$ cat config.mk
export PLATFORM = sky130hd
export DESIGN_NAME = prbs_wide_check
export DESIGN_NICKNAME = d
export VERILOG_FILES = /design/src/rtl/prbs_wide_check.sv
export SDC_FILE = /design/constraint.sdc
export NUM_CORES = 1
export LEC_CHECK = 0
export ABC_CLOCK_PERIOD_IN_PS = 11100
export CORE_MARGIN = 2
export CORE_UTILIZATION = 41
export DETAILED_ROUTE_END_ITERATION = 7
export GPL_TIMING_DRIVEN = 0
export PLACE_DENSITY = 0.75
export SLEW_MARGIN = 20
export SYNTH_ARGS = -nofsm -noshare
export SYNTH_HDL_FRONTEND = slang
export SYNTH_SLANG_ARGS = --single-unit
export TNS_END_PERCENT = 100
$ cat constraint.sdc
create_clock -name clk -period 11.1 [get_ports clk]
set_input_delay 2.22 -clock clk [delete_from_list [all_inputs] [get_ports clk]]
set_output_delay 2.22 -clock clk [all_outputs]
set_load 0.02 [all_outputs]
$ cat src/rtl/prbs_wide_check.sv
// Wide PRBS-31 receive checker: self-synchronises on the incoming word stream,
// then compares each word against a free-running local LFSR and counts errors.
module prbs_wide_check #(
   parameter int WIDTH        = 32,
   parameter int TAP1         = 30,
   parameter int TAP2         = 27,
   parameter int LOCK_WORDS   = 8,
   parameter int UNLOCK_WORDS = 4,
   parameter int UNLOCK_BITS  = 8
) (
   input  logic             clk,
   input  logic             reset,
   input  logic [WIDTH-1:0] data_in,
   input  logic             data_valid,
   input  logic             clear_cnt,
   output logic             locked,
   output logic             lock_lost,
   output logic             err_valid,
   output logic [WIDTH-1:0] err_mask,
   output logic [31:0]      err_bits,
   output logic [31:0]      words_checked
);

   localparam int HW   = TAP1 + 1;
   localparam int HCW  = $clog2(LOCK_WORDS + 1);
   localparam int BCW  = $clog2(UNLOCK_WORDS + 1);
   localparam int POPW = $clog2(WIDTH + 1);

   typedef enum logic {HUNT, LOCKED} state_t;

   // Unrolls the serial recurrence WIDTH times; the first generated bit lands in the MSB.
   function automatic logic [WIDTH-1:0] expand(input logic [HW-1:0] s);
      logic [HW-1:0]    st;
      logic [WIDTH-1:0] res;
      logic             nb;
      st  = s;
      res = '0;
      for (int i = 0; i < WIDTH; i++) begin
         nb             = st[TAP1] ^ st[TAP2];
         st             = {st[HW-2:0], nb};
         res[WIDTH-1-i] = nb;
      end
      return res;
   endfunction

   state_t           r_state;
   logic [HCW-1:0]   r_huntCnt;
   logic [BCW-1:0]   r_badCnt;
   logic             r_primed;
   logic [HW-1:0]    r_hist;
   logic [HW-1:0]    r_lfsr;
   logic             r_lockLost;
   logic             r_errValid;
   logic [WIDTH-1:0] r_errMask;
   logic [POPW-1:0]  r_popReg;
   logic [31:0]      r_errBits;
   logic [31:0]      r_wordsChecked;

   state_t           w_stateNext;
   logic [HCW-1:0]   w_huntNext;
   logic [BCW-1:0]   w_badNext;
   logic             w_primedNext;
   logic [HW-1:0]    w_lfsrNext;
   logic             w_lockLostNext;
   logic [WIDTH-1:0] w_exp;
   logic [WIDTH-1:0] w_mismatch;
   logic [POPW-1:0]  w_popCnt;
   logic [32:0]      w_errSum;

   // The first word after entering HUNT has no valid predecessor, so it only primes.
   always_comb begin
      w_stateNext    = r_state;
      w_huntNext     = r_huntCnt;
      w_badNext      = r_badCnt;
      w_primedNext   = r_primed;
      w_lfsrNext     = r_lfsr;
      w_lockLostNext = 1'b0;
      w_exp          = expand((r_state == LOCKED) ? r_lfsr : r_hist);
      w_mismatch     = data_in ^ w_exp;
      w_popCnt       = '0;
      for (int i = 0; i < WIDTH; i++) begin
         w_popCnt = w_popCnt + POPW'(w_mismatch[i]);
      end
      if (data_valid) begin
         case (r_state)
            HUNT: begin
               if (!r_primed) begin
                  w_primedNext = 1'b1;
                  w_huntNext   = '0;
               end else if (w_mismatch == '0 && data_in != '0) begin
                  if (r_huntCnt == HCW'(LOCK_WORDS - 1)) begin
                     w_stateNext = LOCKED;
                     w_lfsrNext  = data_in[HW-1:0];
                     w_huntNext  = '0;
                     w_badNext   = '0;
                  end else begin
                     w_huntNext = r_huntCnt + HCW'(1);
                  end
               end else begin
                  w_huntNext = '0;
               end
            end
            LOCKED: begin
               // Advance on the prediction, not the received data, so errors are not multiplied.
               w_lfsrNext = w_exp[HW-1:0];
               if (int'(w_popCnt) > UNLOCK_BITS) begin
                  if (r_badCnt == BCW'(UNLOCK_WORDS - 1)) begin
                     w_stateNext    = HUNT;
                     w_lockLostNext = 1'b1;
                     w_huntNext     = '0;
                     w_badNext      = '0;
                     w_primedNext   = 1'b0;
                  end else begin
                     w_badNext = r_badCnt + BCW'(1);
                  end
               end else begin
                  w_badNext = '0;
               end
            end
            default: w_stateNext = HUNT;
         endcase
      end
   end

   always_ff @(posedge clk) begin
      if (reset) begin
         r_state    <= HUNT;
         r_huntCnt  <= '0;
         r_badCnt   <= '0;
         r_primed   <= 1'b0;
         r_lfsr     <= '0;
         r_lockLost <= 1'b0;
      end else begin
         r_state    <= w_stateNext;
         r_huntCnt  <= w_huntNext;
         r_badCnt   <= w_badNext;
         r_primed   <= w_primedNext;
         r_lfsr     <= w_lfsrNext;
         r_lockLost <= w_lockLostNext;
      end
   end

   assign w_errSum = {1'b0, r_errBits} + 33'(r_popReg);

   // Counters trail err_mask by one cycle, using the popcount registered alongside it.
   always_ff @(posedge clk) begin
      if (reset) begin
         r_hist         <= '0;
         r_errValid     <= 1'b0;
         r_errMask      <= '0;
         r_popReg       <= '0;
         r_errBits      <= '0;
         r_wordsChecked <= '0;
      end else begin
         r_errValid <= data_valid && (r_state == LOCKED);
         if (data_valid) begin
            r_hist <= data_in[HW-1:0];
            if (r_state == LOCKED) begin
               r_errMask <= w_mismatch;
               r_popReg  <= w_popCnt;
            end
         end
         if (clear_cnt) begin
            r_errBits      <= '0;
            r_wordsChecked <= '0;
         end else if (r_errValid) begin
            r_errBits <= w_errSum[32] ? 32'hFFFF_FFFF : w_errSum[31:0];
            if (r_wordsChecked != 32'hFFFF_FFFF) begin
               r_wordsChecked <= r_wordsChecked + 32'd1;
            end
         end
      end
   end

   assign locked        = (r_state == LOCKED);
   assign lock_lost     = r_lockLost;
   assign err_valid     = r_errValid;
   assign err_mask      = r_errMask;
   assign err_bits      = r_errBits;
   assign words_checked = r_wordsChecked;

endmodule

# Yosys cells after proc, flatten, opt, wreduce, memory -nomap -nowiden

Index checks and enable logic that the tools add are counted.

Bits in registers: 175
Output and inout port bits: 99
Logic and storage cells: 130

$add $sub $neg: 35
$lt $le $gt $ge: 1
Equal/unequal tests: 8
Mux-type cells: 28
Bitwise logic cells: 36
Reductions and logical operators: 10

Operators with widths:

| cell                                                                             | number |
|---|---|
| 6-bit by 1-bit adder with 6-bit output                                           | 26 |
| 31-bit 2-to-1 mux                                                                | 4 |
| 31-bit case mux with 2 select lines                                              | 1 |
| 32-bit by 6-bit adder with 33-bit output                                         | 1 |
| 32-bit by 1-bit adder with 32-bit output (second input constant)                 | 1 |
| 32-bit zero test                                                                 | 1 |
| 32-bit 2-to-1 mux                                                                | 1 |
| 32-bit inequality test (second input constant)                                   | 1 |
| 32-bit nonzero test                                                              | 1 |
| 1-bit XOR                                                                        | 32 |
| 32-bit XOR                                                                       | 1 |
| 4-bit 2-to-1 mux                                                                 | 5 |
| 3-bit 2-to-1 mux                                                                 | 5 |
| 1-bit 2-to-1 mux                                                                 | 8 |
| 4-bit case mux with 2 select lines                                               | 1 |
| 5-bit by 1-bit adder with 6-bit output                                           | 1 |
| 6-bit by 4-bit greater-than comparator with 1-bit output (second input constant) | 1 |
| 2-bit inequality test (second input constant)                                    | 3 |
| 3-bit case mux with 2 select lines                                               | 1 |
| 4-bit by 1-bit adder with 5-bit output                                           | 1 |
| 3-bit by 1-bit adder with 4-bit output                                           | 1 |
| 4-bit by 1-bit adder with 4-bit output (second input constant)                   | 1 |
| 4-bit by 3-bit == test with 1-bit output (second input constant)                 | 1 |
| 2-bit by 1-bit inequality test with 1-bit output (second input constant)         | 2 |
| other kinds (12)                                                                 | 17 |

# Longest topological paths before layout

Depth in word-level cells: 38
Gate-level depth with buffers: 25

# Worst setup path after synthesis

OpenSTA, ideal clock, no wires.

Path type: input-to-reg
Start point: input data_in[0]
End point: register r_huntCnt[0]
Library setup time: 87 ps
Data arrival time: 7539 ps
Required time: 11013 ps
Setup slack: 3474 ps
Stages: 20
Path through: xor2_1 inv_1 fa_1 fa_1 fa_1 fa_1 inv_1 fa_1 fa_1 inv_1 ha_1 fa_1 a21o_1 o21ai_0 a21oi_1 a211oi_1 o21ai_0 a21oi_1 nand2_1 o31ai_1

Word-level cells in the longest chain between the ends: 35
Elaborated cells between the ends (all ways): 41
Those cells by class: 31 x add/sub; 1 x order compare; 1 x eq/ne; 3 x mux; 1 x bitwise; 4 x reduce/logical

RTL lines:

| element                                                    | RTL line | RTL |
|---|---|---|
| start: declaration                                         | 13       | `input logic [WIDTH-1:0] data_in,` |
| 32-bit XOR *                                               | 79       | `w_mismatch = data_in ^ w_exp;` |
| net w_mismatch[0]                                          | 66       | `logic [WIDTH-1:0] w_mismatch;` |
| 1-bit by 1-bit adder with 2-bit output                     | 82       | `w_popCnt = w_popCnt + POPW'(w_mismatch[i]);` |
| 2-bit by 1-bit adder with 3-bit output                     | 82       |  |
| 3-bit by 1-bit adder with 4-bit output                     | 82       |  |
| 4-bit by 1-bit adder with 5-bit output                     | 82       |  |
| 5-bit by 1-bit adder with 6-bit output                     | 82       |  |
| 6-bit by 1-bit adder with 6-bit output (26 in a row)       | 82       |  |
| 6-bit by 4-bit greater-than comparator with 1-bit output   | 106      | `if (int'(w_popCnt) > UNLOCK_BITS) begin` |
| 2-bit by 1-bit inequality test with 1-bit output (no line) | n/a      |  |
| 3-bit AND reduction (no line)                              | n/a      |  |
| end signal: assignment                                     | 135      | `r_huntCnt <= w_huntNext;` |
| end: declaration                                           | 47       | `logic [HCW-1:0] r_huntCnt;` |

Mark *: on every way through the listed nets, which the timed path passes. The rest lies on a longest branch.
A chain may end at the register's enable or synchronous reset.

# Final worst setup path

Start point: input data_in[17]
End point: register r_huntCnt[0]

Word-level cells in the longest chain between the ends: 19
Elaborated cells between the ends (all ways): 25
Those cells by class: 15 x add/sub; 1 x order compare; 1 x eq/ne; 3 x mux; 1 x bitwise; 4 x reduce/logical

RTL lines:

| element                                                    | RTL line | RTL |
|---|---|---|
| 32-bit XOR                                                 | 79       |  |
| 6-bit by 1-bit adder with 6-bit output (15 in a row)       | 82       |  |
| net w_popCnt[1]                                            | 67       | `logic [POPW-1:0] w_popCnt;` |
| 6-bit by 4-bit greater-than comparator with 1-bit output   | 106      |  |
| 2-bit by 1-bit inequality test with 1-bit output (no line) | n/a      |  |
| 3-bit AND reduction (no line)                              | n/a      |  |

The timed path passes the listed nets, and every way through them passes these cells.

==> flow_metrics.env <==
export IMPL_pin_count=135
export IMPL_hold_viol=0
export IMPL_postSynthCellCount=1121
export IMPL_critPathMostFrequentCell="sky130_fd_sc_hd__fa_1"
export IMPL_crit_path_end_kind="flop"
export IMPL_post_route_cells_drive_above_1_share=0.0357
export IMPL_yosys_cell_types_count=49
export IMPL_synth_edf_count=0
export IMPL_cts_tree="yes"
export IMPL_crit_path_top_delay_cell="sky130_fd_sc_hd__xnor2_1"
export IMPL_core_area_um2=23300
export IMPL_status="finished clean"
export IMPL_critical_path_max_stage_delay_ns=0.70
export IMPL_grt_pass1_vias=8472
export IMPL_critPathLaunchType="primary input"
export IMPL_place_congestion=1.00
export IMPL_totalNegativeSetupSlack_ns=0
export IMPL_type_of_the_most_critical_hold_path="flop to flop"
export IMPL_synth_flop_cell="sky130_fd_sc_hd__dfxtp_1"
export IMPL_final_slew_violations=0
export IMPL_skew_ns=0.00975
export IMPL_cts_made_buffers=17
export IMPL_dieWidth_um=158
export IMPL_period_minus_ws_final_ns=8.70
export IMPL_grt_overflow_total=0
export IMPL_nNetsFinal=1352
export IMPL_grt_usage=0.232
export IMPL_maxSlewHeadroom=0.390
export IMPL_leakage_nw=4.31
export IMPL_irDropWorstVdd_mv=0.483
export IMPL_fill_cells=2149
export IMPL_post_cts_repair_setup_buffers=0
export IMPL_grt_pass1_wl_mm=44.9
export IMPL_synth_nets=1199
export IMPL_cts_clk_slew_worst_paths_ns=0.07
export IMPL_yosys_warnings=0
export IMPL_synth_seq_area_share=0.361
export IMPL_std_cell_rows=56
export IMPL_routed_wirelength_mm=28.4
export IMPL_routed_wl_per_cell_um=17.7
export IMPL_synth_cells_most_frequent="sky130_fd_sc_hd__dfxtp_1, sky130_fd_sc_hd__nor2_1, sky130_fd_sc_hd__xnor2_1, sky130_fd_sc_hd__o21ai_0, sky130_fd_sc_hd__nand2_1"
export IMPL_drt_first_iter_violations=614
export IMPL_detail_route_antenna_nets=0
export IMPL_timing_fmax_ghz=0.115
export IMPL_grt_start_max_net_pins=17
export IMPL_portBuffers=134
export IMPL_arrival_ns=9.05
export IMPL_synth_area_per_cell_um2=8.65
export IMPL_worst_pin_slew_ns=0.907
export IMPL_synth_top_area_share=0.361
export IMPL_unrepaired_setup_endpoints_after_global_routing="no"
export IMPL_power_density_nw_per_um2=245
export IMPL_ctsRootBufferMaster="sky130_fd_sc_hd__clkbuf_16"
export IMPL_synth_area_leader_cell="sky130_fd_sc_hd__dfxtp_1"
export IMPL_finalSetupViolations=0
export IMPL_floorplan_die_area_um2=24900
export IMPL_post_cts_resized=0
export IMPL_viasPerCell=5.43
export IMPL_hold_worst_slack_ns=0.458
export IMPL_ys_seq_elements=175
export IMPL_syn_area_um2=9700
export IMPL_drt_pass1_iter_count=5
export IMPL_timing_critical_path_cells="clkdlybuf4s50_1, xnor2_1, fa_1, fa_1, fa_1, inv_1, fa_1, inv_1, fa_1, fa_1, inv_1, ha_1, fa_1, nor4_1, a21oi_1, a211oi_1, o21ai_0, a21oi_1, nand2_1, o31ai_1"
export IMPL_starting_density=0.416
export IMPL_max_cap_violations=0
export IMPL_antenna_found_initial=0
export IMPL_syn_to_final_growth_pct=24.2
export IMPL_hpwlAfterDp_mm=21.3
export IMPL_antenna_diode_count=0
export IMPL_cts_path_max_buffers=2
export IMPL_holdBufCountCts=0
export IMPL_cp_max_fanout=5
export IMPL_cts_htree_levels=4
export IMPL_cts_sink_count=175
export IMPL_routed_vias=8718
export IMPL_timing_critical_path_required_ns=11.45
export IMPL_timing_worst_setup_path_type="primary input to flop"
export IMPL_drc=0
export IMPL_fraction_of_registers_with_async_set_reset=0
export IMPL_die_y_um=158
export IMPL_post_synth_top_count_cell="sky130_fd_sc_hd__dfxtp_1"
export IMPL_clk_insertion_delay_late_ns=0.44
export IMPL_synth_area_leaders="sky130_fd_sc_hd__dfxtp_1, sky130_fd_sc_hd__xnor2_1, sky130_fd_sc_hd__mux2i_1"
export IMPL_period_utilization=0.784
-- routing by layer --
metal  vias to the layer above  global-route usage  part of all wire
met5                         -                   0                 0
met4                         0               0.103             0.040
met3                        66              0.0424             0.074
met2                       367               0.381              0.46
met1                      4140               0.296              0.43
li1                       4145                   -                 -
-- worst paths after layout --
| path | slack, ns | startpoint | depth (start not counted) | endpoint |
|---|---|---|---|---|
| min | 0.46 | r_popReg[4]$_SDFFE_PP0P_ | 2 | r_popReg[4]$_SDFFE_PP0P_ |
| max reg2reg | 3.67 | locked$_SDFFE_PP0P_ | 22 | r_huntCnt[0]$_SDFFE_PP0P_ |
| min reg2reg | 0.46 | r_popReg[4]$_SDFFE_PP0P_ | 2 | r_popReg[4]$_SDFFE_PP0P_ |
| max | 2.40 | data_in[17] | 20 | r_huntCnt[0]$_SDFFE_PP0P_ |
-- sequential cells by signal, indices dropped and copies added, names as in the netlist --
register / count
r_lfsr: 31
words_checked: 32
r_hist: 31
r_popReg: 6
err_mask: 32
r_huntCnt: 4
r_badCnt: 3
locked: 1
err_bits: 32
r_primed: 1
err_valid: 1
lock_lost: 1
-- where the power goes --
part	switching [mW]	internal, mW
clock network	0.274	0.348
logic	1.02	0.672
registers	0.00892	0.634
-- placed cells by master (no fill, tap or decap), types with 19 or more instances in the layout --
cell type | netlist | routed
sky130_fd_sc_hd__dfxtp_1 | 175 | 175
sky130_fd_sc_hd__nor2_1 | 139 | 139
sky130_fd_sc_hd__clkdlybuf4s50_1 | 0 | 134
sky130_fd_sc_hd__xnor2_1 | 112 | 112
sky130_fd_sc_hd__o21ai_0 | 78 | 78
sky130_fd_sc_hd__nand2_1 | 63 | 63
sky130_fd_sc_hd__inv_1 | 60 | 60
sky130_fd_sc_hd__mux2i_1 | 60 | 60
sky130_fd_sc_hd__a21oi_1 | 57 | 57
sky130_fd_sc_hd__a211oi_1 | 57 | 57
sky130_fd_sc_hd__clkbuf_1 | 46 | 46
sky130_fd_sc_hd__xor2_1 | 35 | 35
sky130_fd_sc_hd__nand2b_1 | 32 | 32
sky130_fd_sc_hd__fa_1 | 25 | 25
sky130_fd_sc_hd__nand4_1 | 21 | 21
sky130_fd_sc_hd__nor4_1 | 19 | 19
-- worst max-delay path, delay by kind of cell --
kind / cells / cell delay [ns]
and+or+nand+nor: 2 / 0.43
AOI/OAI and AO/OA: 5 / 1.26
adders and majority gates: 8 / 3.76
buffers and inverters: 4 / 0.64
xor gates and xnor gates: 1 / 0.70
-- area by class of cell --
| cell class | instances | area [um2] | area share |
|---|---|---|---|
| Buffer | 62 | 249 | 0.0207 |
| Clock buffer | 19 | 453 | 0.0376 |
| Clock inverter | 13 | 153 | 0.0127 |
| Inverter | 61 | 230 | 0.0191 |
| Multi-Input combinational cell | 823 | 5720 | 0.475 |
| Sequential cell | 175 | 3500 | 0.291 |
| Tap cell | 319 | 399 | 0.0331 |
| Timing Repair Buffer | 134 | 1340 | 0.111 |
-- cell families (layout without fill, tap and decap cells) --
family	after synthesis	count (layout)	share of synthesized area
mux	61	61	0.0631
xor+xnor	150	150	0.140
compound gates	215	215	0.134
simple gates	355	355	0.179
flops	175	175	0.361
buf+inv	123	289	0.0494
fa+ha+maj	42	42	0.0735
-- stage by stage --
stage               setup WS [ns]  std cells  area, um2  power [mW]  utilization
floorplan                    3.47       1121       9700        1.94            -
global placement             2.18       1574      11400        2.20        0.490
detailed placement           2.04       1574      11400        2.30        0.490
CTS                          2.47       1606      12000        2.92        0.516
global route                 2.01       1606      12000        3.18        0.516
finish                       2.40       1606      12000        2.96        0.516
No activity file was read; power rests on OpenSTA's default activity.
==> variant 1, RTL diff (same settings) <==
Compare `r_huntCnt` against `HCW'(LOCK_WORDS - 1)` with >= in place of ==.
--- a/src/rtl/prbs_wide_check.sv
+++ b/src/rtl/prbs_wide_check.sv
@@ -89,5 +89,5 @@
                   w_huntNext   = '0;
                end else if (w_mismatch == '0 && data_in != '0) begin
-                  if (r_huntCnt == HCW'(LOCK_WORDS - 1)) begin
+                  if (r_huntCnt >= HCW'(LOCK_WORDS - 1)) begin
                      w_stateNext = LOCKED;
                      w_lfsrNext  = data_in[HW-1:0];
Behaviour: no difference found for any inputs over 4 cycles, from zero or initial values and one cycle with reset high; that may be too few to reach the edited logic, so the function may still have changed.
==> variant 1 against the original RTL <==
- setup slack better by 0.22 ns
- count of clock-buffer cells in the layout down 2
- wire length down 3.1%
- global-route usage down 0.91 points
- largest cell class unchanged
- worst hold slack better by 0.0024 ns
- largest power group unchanged
- power down 6.4%
- final area up 0.36%
- synthesized area up 0.44%
- sequential cell count unchanged
==> variant 1: results (changes against the original RTL) <==
** Place
- Port buffer count :: 133 (-0.75%)
- Placement Cell Area :: 11470 um2 (+0.28%)
- Routability-driven placement congestion ratio :: 0.9355 (-6.6%)
- The post-DP HPWL came to 21090 um (-0.96%).

** Routing
- The routed wire length on met3 was 2073 um (-1.8%).
- Vias post-DR :: 8645 (-0.84%)
- The met1 routed wirelength after detailed routing was 11430 um (-5.8%).
- The DRC violation total after the first TritonRoute iteration was 634 (+3.3%).

** Layout
- Final cell count without fillers :: 1594 (-0.75%)
- Final-layout fill cell count :: 2171 (+1.0%)
- Share of cells above drive strength 1 :: 0.04941 (+0.01367)

** Critical path
- The number of cells traversed by the worst register-to-register path was 23 (+4.5%).
- Worst-path fanout max :: 4 (-1)
- The arrival time reported for the critical path endpoint came to 8.87 ns (-0.18 ns).

** Logic synthesis
- Largest cells by area after synthesis :: dfxtp_1 (36%), xnor2_1 (11%), mux2i_1 (6.4%), nor2_1 (5.6%), fa_1 (5.1%)
- Synthesized netlist cell count :: 1110 (-0.98%)
- Top cells by count, synth :: dfxtp_1 (175), nor2_1 (145), xnor2_1 (118)
- The number of different library cells in the post-synthesis netlist came to 59 (+20%).

** Power and ir drop
- The maximum resistive drop on vdd is 529.8 uV (+9.7%).
- The leakage power of the design was 0.004358 uW (+1.1%).

** Run status
- Status :: finished clean

** Global routing
- The maximum number of pins on one net before global-route repair came to 20 (+3).
- The total routing resource utilization after global routing came to 0.2225 (-0.009134).
- Vias in the first global route :: 8296 (-2.1%)

** Timing
- The clock tree skew after final layout is 0.01540 ns (+0.005646 ns).
## variant 1: path summary, 6_finish.rpt
path / start / endpoint / slack, ns
min: r_popReg[4] / r_popReg[4] / 0.46
min reg2reg: r_popReg[4] / r_popReg[4] / 0.46
max: data_in[5] / r_huntCnt[0] / 2.62
max reg2reg: locked / r_huntCnt[0] / 4.21
## variant 1: kinds of logic after synthesis
family | Yosys count | share of synthesized area
mux | 63 | 0.06487
simple gates | 350 | 0.1800
flops | 175 | 0.3597
buf+inv | 124 | 0.05267
compound gates | 204 | 0.1273
xor+xnor | 152 | 0.1423
fa+ha+maj | 42 | 0.07322
## variant 1: area by class of cell
cell class | count | share of cell area
inverters | 60 | 0.01863
multi-input cells | 811 | 0.4736
repair buffers | 133 | 0.1101
well taps | 319 | 0.03302
clock buffers | 17 | 0.03519
flip-flops and latches | 175 | 0.2898
plain buffers | 64 | 0.02381
clock inverters | 15 | 0.01584
## variant 1: layer usage
layer	GRT usage	vias up
met2	0.3801	372
met5	0	-
met3	0.04791	51
met4	0.08065	0
met1	0.2761	4111
li1	-	4111
## variant 1: power breakdown
group	leakage [uW]	internal, uW	switching [uW]
combinational	0.00265	643	856
sequential	0.00142	634	9.41
clock	0.000297	325	298
total	0.00436	1600	1160
## variant 1: worst max-delay path, stage by stage
cell             delay [ns]
clkdlybuf4s50_1        0.54
xnor2_1                0.59
inv_1                  0.14
fa_1                   0.58
fa_1                   0.46
fa_1                   0.52
fa_1                   0.54
inv_1                  0.06
fa_1                   0.56
fa_1                   0.42
inv_1                  0.07
ha_1                   0.16
inv_1                  0.05
fa_1                   0.39
xor2_1                 0.26
a311oi_1               0.15
a21o_1                 0.19
nor3_1                 0.25
o21ai_0                0.15
a21oi_1                0.35
mux2_2                 0.22
## variant 1: metrics by stage
stage | utilization | setup WS, ns
5_1_grt | 0.5165 | 2.393
6_report | 0.5165 | 2.619
3_3_place_gp | 0.4902 | 2.328
3_5_place_dp | 0.4902 | 2.306
2_1_floorplan | - | 3.569
4_1_cts | 0.5165 | 2.769
==> variant 2, RTL diff (same flow settings) <==
Made on the original files. Set the parameter `UNLOCK_WORDS` to 8 (it was 4).
--- a/src/rtl/prbs_wide_check.sv
+++ b/src/rtl/prbs_wide_check.sv
@@ -6,5 +6,5 @@
    parameter int TAP2         = 27,
    parameter int LOCK_WORDS   = 8,
-   parameter int UNLOCK_WORDS = 4,
+   parameter int UNLOCK_WORDS = 8,
    parameter int UNLOCK_BITS  = 8
 ) (
Function: same outputs for any inputs over 4 cycles, from zero or initial values and one cycle with reset high; that may be too few to reach the edited logic, so the function may still have changed.
==> variant 2 against the original RTL <==
- final area down 2.2%
- synthesized cell count down 4.6%
- die area down 2.4%
- synthesized area down 2.4%
- sequential cell count up 1
- wire length down 9.9%
- setup slack worse by 0.026 ns
- power down 12%
- core utilization up 0.41 points
- critical path type unchanged
- highest routed layer unchanged
==> variant 2: results (changes against the original RTL) <==
** Run status
- Status :: finished clean

** Place
- Detailed placement HPWL :: 19480 um (-8.5%)
- Port buffer count :: 133 (-0.75%)
- The final RePlAce weighted congestion came to 0.8886 (-11%).
- Worst setup slack after placement :: 1.994 ns (-0.04758 ns)

** Logic synthesis
- After synthesis, the cell types taking the most area are dfxtp_1 (37%), xnor2_1 (11%), mux2i_1 (9.2%), nor2_1 (7.4%), fa_1 (5.3%).
- Part of the Yosys area used for sequential elements :: 0.3723 (+0.01110)
- The total of warnings raised by yosys is 0 (unchanged).
- Share of synthesized flip-flops with an asynchronous set or reset :: 0 (unchanged)
- Yosys cell types :: 54 (+10%)
- The number of nets produced by synthesis came to 1147 (-4.3%).
- In the synthesized netlist, the cells that appear most often are nor2_1 (186), dfxtp_1 (176), xnor2_1 (119).

** Power and ir drop
- Worst-case vdd ir drop :: 437.2 uV (-9.5%)
- The internal power came to 1511 uW (-8.7%).
- LEAKAGE :: 0.004300 uW (-0.21%)

** Global routing
- The via count of the first global-routing pass is 7720 (-8.9%).
- Initial antenna violation count :: 0 (unchanged)
- The aggregate global routing overflow came to 0 (unchanged).
- Global-route wire length before repair :: 40320 um (-10%)
- Global-route usage over all layers :: 0.2115 (-0.02009)
- The maximum number of pins on one net before global-route repair came to 22 (+5).

** Critical path
- The delay of the slowest critical-path stage is 0.62 ns (-0.08 ns).
- The worst reg-to-reg setup slack was 3.62 ns (-0.05 ns).
- The slowest stage of the critical path is the clkdlybuf4s50_1 cell.
- Family with the most delay on the worst path :: adder cells
- Origin of the worst setup path :: data_in[13]
- Worst flop-to-flop path startpoint :: locked
- The peak fanout along the critical path is 4 (-1).
- Depth of the most critical reg-to-reg path :: 24 (+9.1%)
- Crit path arrival time :: 9.11 ns (+0.06 ns)
- Timing endpoint of the critical path :: r_huntCnt[1]

** Clock tree
- Number of setup buffers added after CTS :: 0 (unchanged)
- The clock reaches the later pin of the worst-skew pair after roughly 0.45 ns.
- H-tree Lvls :: 4 (unchanged)
- Total of cells resized after clock tree synthesis :: 0 (unchanged)
- The tree is rooted in a clkbuf_16.
- The buffer depth of the longest clock path was 2 (unchanged).
- After clock tree synthesis, the clock-pin slew on the worst setup and hold paths is 0.08 ns.
- Inserted Clock Buffers :: 17 (unchanged)

** Routing
- 1st-iter DRT viols :: 514 (-16%)
- The number of design rule violations left after detail routing is 0 (unchanged).
- Vias post-DR :: 8176 (-6.2%)
- The total routed wirelength came to 25620 um (-9.9%).
- Drt pass-1 iters :: 7 (+2)

** Timing
- The max-slew violation total from the final report came to 0 (unchanged).
- The headroom to the max-slew limit was 0.3379 (-0.05177).
- Fin crit share :: 0.7862 (+0.002368)
- The clock tree skew after final layout came to 0.01370 ns (+0.003944 ns).

** Layout
- The fraction of final layout cells with drive strength greater than 1 was 0.03890 (+0.003156).
- Total Nets Final :: 1299 (-3.9%)
- Antenna fix cells :: 0 (unchanged)

** Min path
- HP Start :: err_mask[2]
- Min-Delay Path Class :: flop to flop
[variant 2: changes by cell type after synthesis, moves of 6 or more]
cell / before / now
clkbuf_1: 46 / 39
mux2i_1: 60 / 87
nand2_1: 63 / 49
inv_1: 60 / 49
o21ai_0: 78 / 16
xnor2_1: 112 / 119
nand2b_1: 32 / 5
nor2_1: 139 / 186
nor4_1: 19 / 13
a211oi_1: 57 / 25
a21oi_1: 57 / 78
[variant 2: final cells by class]
class                           count  area [um2]
Fill cell                        2058       10860
Timing Repair Buffer              133        1331
Multi-Input combinational cell    789        5507
Sequential cell                   176        3523
Tap cell                          285       356.6
Buffer                             54       237.7
Clock buffer                       17       425.4
Clock inverter                     15       203.9
Inverter                           50       195.2
[variant 2: how the worst min path moves through the flow]
stage                  endpoint  slack (ns)  cells after the start
finish              err_mask[2]        0.47                      2
global route        r_popReg[3]        0.48                      2
CTS                 err_mask[2]        0.47                      2
detailed placement  err_mask[2]        0.45                      2
global placement    err_mask[2]        0.45                      2
floorplan              r_primed        0.44                      2
[variant 2: routing by layer]
layer,vias up,GRT usage,wire length (um)
met5,-,0,0
met4,0,0.08869,827
met3,58,0.04000,1619
met2,295,0.3515,12090
met1,3875,0.2700,11080
li1,3948,-,-
[variant 2: power groups by stage]
stage	sequential, uW	clock (uW)	combinational [uW]
after floorplan	658	0	1020
after detailed placement	661	0	1320
final	646	627	1330
after global routing	647	661	1500
after CTS	646	638	1340
after global placement	661	0	1290
[variant 2: cell families after synthesis]
kind of cell	share of synthesized area
DFF	0.3723
xor gates and xnor gates	0.1396
adders and majority gates	0.07537
buffers and inverters	0.04575
and+or+nand+nor	0.1733
muxes	0.09203
AOI/OAI and AO/OA	0.1015
[variant 2: metrics by stage]
stage,instance area [um2],instances
global route,11780,1519
global placement,11150,1487
floorplan,9463,1069
CTS,11780,1519
detailed placement,11150,1487
finish,11780,1519
[variant 2: worst min-delay path, stage by stage (launching register included)]
cell and delay, ns:
dfxtp_1 0.32, nand2_1 0.05, a21oi_1 0.05
